<file path="src/rtl/svn_seg_scan_ctrl.sv">
// Multiplexed seven-segment scan controller: per-digit pattern registers,
// round-robin digit select with leading dead time and PWM brightness.
module svn_seg_scan_ctrl #(
    parameter int DIGITS   = 4,
    parameter int SCAN_DIV = 1000,
    parameter int DEAD     = 2,
    parameter int PWM_BITS = 4
) (
    input  logic                        clk_i,
    input  logic                        rst_i,
    input  logic                        wr_en_i,
    input  logic [$clog2(DIGITS)-1:0]   wr_addr_i,
    input  logic [7:0]                  wr_data_i,
    input  logic [PWM_BITS-1:0]         bright_i,
    input  logic                        blank_i,
    output logic [7:0]                  display_o,
    output logic [DIGITS-1:0]           seg_sel_o,
    output logic                        frame_o
);

    localparam int AW = $clog2(DIGITS);
    localparam int SW = $clog2(SCAN_DIV);

    localparam logic [SW-1:0]     S_LAST  = SW'(SCAN_DIV - 1);
    localparam logic [SW-1:0]     DEAD_S  = SW'(DEAD);
    localparam logic [AW-1:0]     D_LAST  = AW'(DIGITS - 1);
    localparam logic [DIGITS-1:0] SEL_ONE = DIGITS'(1);

    logic [SW-1:0]       s_reg;
    logic [AW-1:0]       d_reg;
    logic [PWM_BITS-1:0] p_reg;
    logic [7:0]          pat_reg [DIGITS];

    logic [DIGITS-1:0]   wr_hit;
    logic                lit_next;
    logic [DIGITS-1:0]   sel_next;
    logic [7:0]          disp_next;
    logic                frame_next;

    logic [7:0]          display_reg;
    logic [DIGITS-1:0]   seg_sel_reg;
    logic                frame_reg;

    // Out-of-range addresses match no decode line, so they are silently dropped.
    generate
        for (genvar gi = 0; gi < DIGITS; gi++) begin : g_wr_dec
            assign wr_hit[gi] = wr_en_i && (wr_addr_i == AW'(gi));
        end
    endgenerate

    always_comb begin
        lit_next   = (s_reg >= DEAD_S) && (p_reg < bright_i) && !blank_i;
        sel_next   = '0;
        disp_next  = '0;
        frame_next = (s_reg == '0) && (d_reg == '0);
        if (lit_next) begin
            sel_next  = SEL_ONE << d_reg;
            disp_next = pat_reg[d_reg];
        end
    end

    always_ff @(posedge clk_i or posedge rst_i) begin
        if (rst_i) begin
            s_reg       <= '0;
            d_reg       <= '0;
            p_reg       <= '0;
            display_reg <= '0;
            seg_sel_reg <= '0;
            frame_reg   <= 1'b0;
            for (int i = 0; i < DIGITS; i++) begin
                pat_reg[i] <= '0;
            end
        end else begin
            p_reg <= p_reg + 1'b1;
            if (s_reg == S_LAST) begin
                s_reg <= '0;
                d_reg <= (d_reg == D_LAST) ? '0 : d_reg + 1'b1;
            end else begin
                s_reg <= s_reg + 1'b1;
            end
            for (int i = 0; i < DIGITS; i++) begin
                if (wr_hit[i]) begin
                    pat_reg[i] <= wr_data_i;
                end
            end
            // Output regs sample the pattern file after any earlier write has landed.
            display_reg <= disp_next;
            seg_sel_reg <= sel_next;
            frame_reg   <= frame_next;
        end
    end

    assign display_o = display_reg;
    assign seg_sel_o = seg_sel_reg;
    assign frame_o   = frame_reg;

endmodule

</file>
<file path="config.mk">
export PLATFORM = sky130hd
export DESIGN_NAME = svn_seg_scan_ctrl
export DESIGN_NICKNAME = d
export VERILOG_FILES = /design/src/rtl/svn_seg_scan_ctrl.sv
export SDC_FILE = /design/constraint.sdc
export NUM_CORES = 1
export LEC_CHECK = 0
export CAP_MARGIN = 10
export CORE_MARGIN = 3
export CORE_UTILIZATION = 55
export DETAILED_ROUTE_END_ITERATION = 10
export PLACE_DENSITY = 0.82
export SLEW_MARGIN = 0
export SYNTH_ARGS = -nofsm -noshare
export SYNTH_HDL_FRONTEND = slang
export SYNTH_SLANG_ARGS = --single-unit
</file>
<file path="constraint.sdc">
create_clock -name clk_i -period 2.4 [get_ports clk_i]
set_input_delay 0.24 -clock clk_i [delete_from_list [all_inputs] [get_ports clk_i]]
set_output_delay 0.24 -clock clk_i [all_outputs]
set_load 0.02 [all_outputs]
</file>
; Word level (Yosys, flattened, before mapping)
; Cells that the tools add are included.
; Widths: inputs -> output; s select.
[totals]
in_bits = 18
register_bits = 61
[op_classes]
n_lt_le_gt_ge = 3
n_addsub = 3
bitwise_logic = 1
shifts = 1
reduce_logical = 11
n_eq_ne = 5
muxes = 7
[ops]
columns = cell, count
row1 = $mux 8, 3
row2 = $bmux 8 s2, 1
row3 = $add 10x1->10 const B, 1
row4 = $eq 10x10->1 const B, 1
row5 = $ge 10x2->1 const B, 1
row6 = $logic_not 10->1, 1
row7 = $mux 10, 1
row8 = $logic_and 1x1->1, 7
row9 = $eq 2x2->1 const B, 3
row10 = $add 4x1->4 const B, 1
row11 = $logic_not 2->1, 2
row12 = $lt 4x4->1, 1
row13 = $mux 4, 1
row14 = $shl 1x2->4 const A, 1
row15 = $ge 3x3->1 const B, 1
row16 = $not 2->3, 1
row17 = $add 2x1->2 const B, 1
row18 = $eq 2x1->1 const B, 1
row19 = $mux 2, 1
row20 = $logic_not 1->1, 1

; Logic depth before layout (Yosys ltp)
[logic_depth]
depth_word = 5
depth_mapped = 6
depth_no_buf = 5

; Worst setup path after synthesis
; Ideal clock, no wire load.
[synth_timing]
kind = flip-flop to flip-flop
start = register s_reg[1]
end = register d_reg[1]
path_buffers = 1
path_slack_ns = 0.516
stages_incl_launch_ff = 6
arrival_ns = 1.759
required_ns = 2.275
setup_time_ns = 0.125
path_cell_list = dfrtp_1 ha_1 nor4bb_1 and3_1 clkbuf_1 mux2_2
[synth_between]
elab_chain_len = 1
[synth_lines]
columns = item, line
row1 = start: declaration, 29  ; logic [SW-1:0] s_reg;
row2 = start signal: assignment, 79  ; s_reg <= s_reg + 1'b1;
row3 = $eq 10x10->1, 75  ; if (s_reg == S_LAST) begin
row4 = end signal: assignment, 77  ; d_reg <= (d_reg == D_LAST) ? '0 : d_reg + 1'b1;
row5 = end: declaration, 30  ; logic [AW-1:0] d_reg;
; No other way between the ends.
; A chain may end at the register's enable or synchronous reset.

; Worst setup path in the final report
; Same ends and word-level chain as after synthesis.

==> impl_metrics.ini <==
[grt]
track_usage = 0.1952
grt_pass1_wl_um = 8845
grt_max_degree = 42
antenna_found_initial = 0
overflow = 0
grt_pass1_vias = 1861

[worst_setup_path]
cp_max_fo = 7
r2r-start = s_reg[1]
criticalPathCategory = register to register
worstPathArrival_ns = 2.32
critPathLaunch = s_reg[1]
end_kind = register
crit_required_ns = 2.62
slowest_stage = dfrtp_1
reg2reg_depth = 4
start_kind = register
cp_slowest_stage_delay_ns = 0.50
critical_path.cell_chain = ha_1 -> nor4bb_1 -> and3_1 -> mux2_2

[sta]
hold_viol = 0
setup_viol = 0
maxSlewViolCount = 0
min_period_ns = 2.100
fmax_mhz = 476.3
clock_skew_ns = 0.006230
fin_tns_setup_ns = 0
max-slew-margin-rel = 0.2681
fin_ws_ns = 0.3005
rsz0062_at_grt = no
worst_pin_slew_ns = 1.090
fin_crit_sh = 0.8748

[layout]
layout.nets = 273
largest_reg_flops = 32
area_delta_synth_final_pct = 19.36
layout_commonest_cell = dfrtp_1
insertedDiodeCount = 0
drive_gt1_frac = 0.2691
fillers = 362
multi_input_area_sq_um = 1171
fin_area_sq_um = 3371
ff_latch_area_sq_um = 1526
mostFrequentLayoutCells = 61 x dfrtp_1, 34 x mux2_2, 30 x clkdlybuf4s50_1

[synth]
yosys.area.top_type = dfrtp_1
synth_top_area_frac = 0.5405
synthXorXnorAreaFrac = 0.01551
yosys-top-cells-area = dfrtp_1 54%, mux2_2 14%, mux4_2 6.4%
syn-instance-count = 207
ys_types = 33
synth_mux_area_frac = 0.1994
synth_nets = 236
yosysWarnings = 0
synth_compound_area_frac = 0.08152
synthAdderAreaFrac = 0.04874
ys_seq_area_frac = 0.5405
ys_ff_latch = 61
syn_area_sq_um = 2824
syn_avg_cell_area_sq_um = 13.64
synth_top_family_by_area = multiplexers
synth-simple-area-share = 0.06956

[detailed_routing]
dr.pass1.iters = 4
drtIter0Drc = 107
avgViaCountPerCell = 5.623
wl_per_cell_um = 16.71
routed_wl_um = 5281
drtAntennaViolNets = 0
drc = 0
dr_total_vias = 1777

[placement]
place_area_sq_um = 3199
routabilityCongestion = 0.8092
place_ws_ns = 0.1343
port_buffers = 30
dp_hpwl_um = 3584

[pwr]
peakVddDrop_uv = 493.5
total_power_w = 0.002322
leakagePower_nw = 1.478
powerDensity_nw_per_um2 = 688.8

[cts]
cts_hold_buf = 0
cts_num_sinks = 61
post_cts_buffers = 0
cts_tree = built
cts.reportedPaths.clkPinSlew_ns = 0.07
htreeDepth = 3
cts_buffer_depth = 2
post_cts_resized = 0
numCtsBuffers = 9
insertion_delay_ns = 0.34
clockRootBuffer = clkbuf_8

[floorplanning]
rows = 25
io_pins = 31
die_w_um = 77.66
die_h_um = 77.66
start_util = 0.5825
die-area_sq_um = 6030
core_sq_um = 4848

[flow_run]
drv_cap = 0

[status]
run_status = completed

[hold_path]
hp-class = input pin to async pin
==> Yosys cell counts <==
| cell type | number |
|---|---|
| and4_1 | 2 |
| buf_6 | 2 |
| o31ai_1 | 2 |
| dfrtp_1 | 61 |
| or4_4 | 1 |
| a21oi_1 | 4 |
| nand3_1 | 6 |
| nor2_1 | 4 |
| nor4bb_1 | 1 |
| buf_2 | 2 |
| xor2_1 | 3 |
| ha_1 | 11 |
| nor2b_1 | 2 |
| mux4_2 | 8 |
| nand4_1 | 1 |
| xnor2_1 | 2 |
| and3_1 | 2 |
| o41ai_4 | 1 |
| nor3_1 | 1 |
| a211oi_2 | 6 |
| nand2_1 | 4 |
| inv_1 | 22 |
| mux2_2 | 34 |
| a211oi_1 | 6 |
| or4_1 | 2 |
| o21bai_1 | 2 |
| a31oi_1 | 2 |
| nand3b_1 | 2 |
| o21ai_0 | 4 |
| nor3b_2 | 1 |
| or3_1 | 1 |
| nand2b_1 | 2 |
| clkbuf_1 | 3 |
==> cells by family (layout without fill, tap and decap cells) <==
family / count (synthesis) / count (layout)
compound gates: 27 / 27
mux: 42 / 42
simple gates: 32 / 32
xor+xnor: 5 / 5
flops: 61 / 61
fa+ha+maj: 11 / 11
buf+inv: 29 / 71
==> stage by stage <==
stage	utilization	hold WS, ns	instances
final	0.6952	0.2482	316
after global routing	0.6952	0.2860	316
after CTS	0.6952	0.2519	316
after detailed placement	0.6599	0.4741	300
after global placement	0.6599	0.4709	300
after floorplan	-	0.3906	207
==> power breakdown <==
group	internal, W	total [W]	switching (W)
clock	0.000431	0.000801	0.000370
sequential	0.00115	0.00120	0.0000540
combinational	0.000187	0.000319	0.000133
==> cell type report <==
class | instances | area share
sequential | 61 | 0.4529
multi-input combinational | 117 | 0.3474
timing repair buffer | 33 | 0.09948
clock buffer | 15 | 0.04937
tap | 67 | 0.02487
inverter | 22 | 0.02450
clock inverter | 1 | 0.001485
==> layer usage <==
metal | GRT usage | share of wire
met2 | 0.3022 | 0.48
met5 | 0 | 0
met4 | 0.1157 | 0.027
met3 | 0.05568 | 0.052
met1 | 0.2433 | 0.44
==> final timing paths <==
kind	end	slack (ns)
max	d_reg[1]	0.30
min	s_reg[5]	0.25
max reg2reg	d_reg[1]	0.30
min reg2reg	p_reg[0]	0.48
max in group asynchronous	pat_reg[16]	1.57
min in group clk_i	p_reg[0]	0.48
==> worst max-delay path, delay by kind of cell (launching register included) <==
kind	cells	cell delay [ns]
adders and majority gates	1	0.30
DFF	1	0.50
muxes	1	0.37
and+or+nand+nor	2	0.81
Power figures use the tool's default switching activity.
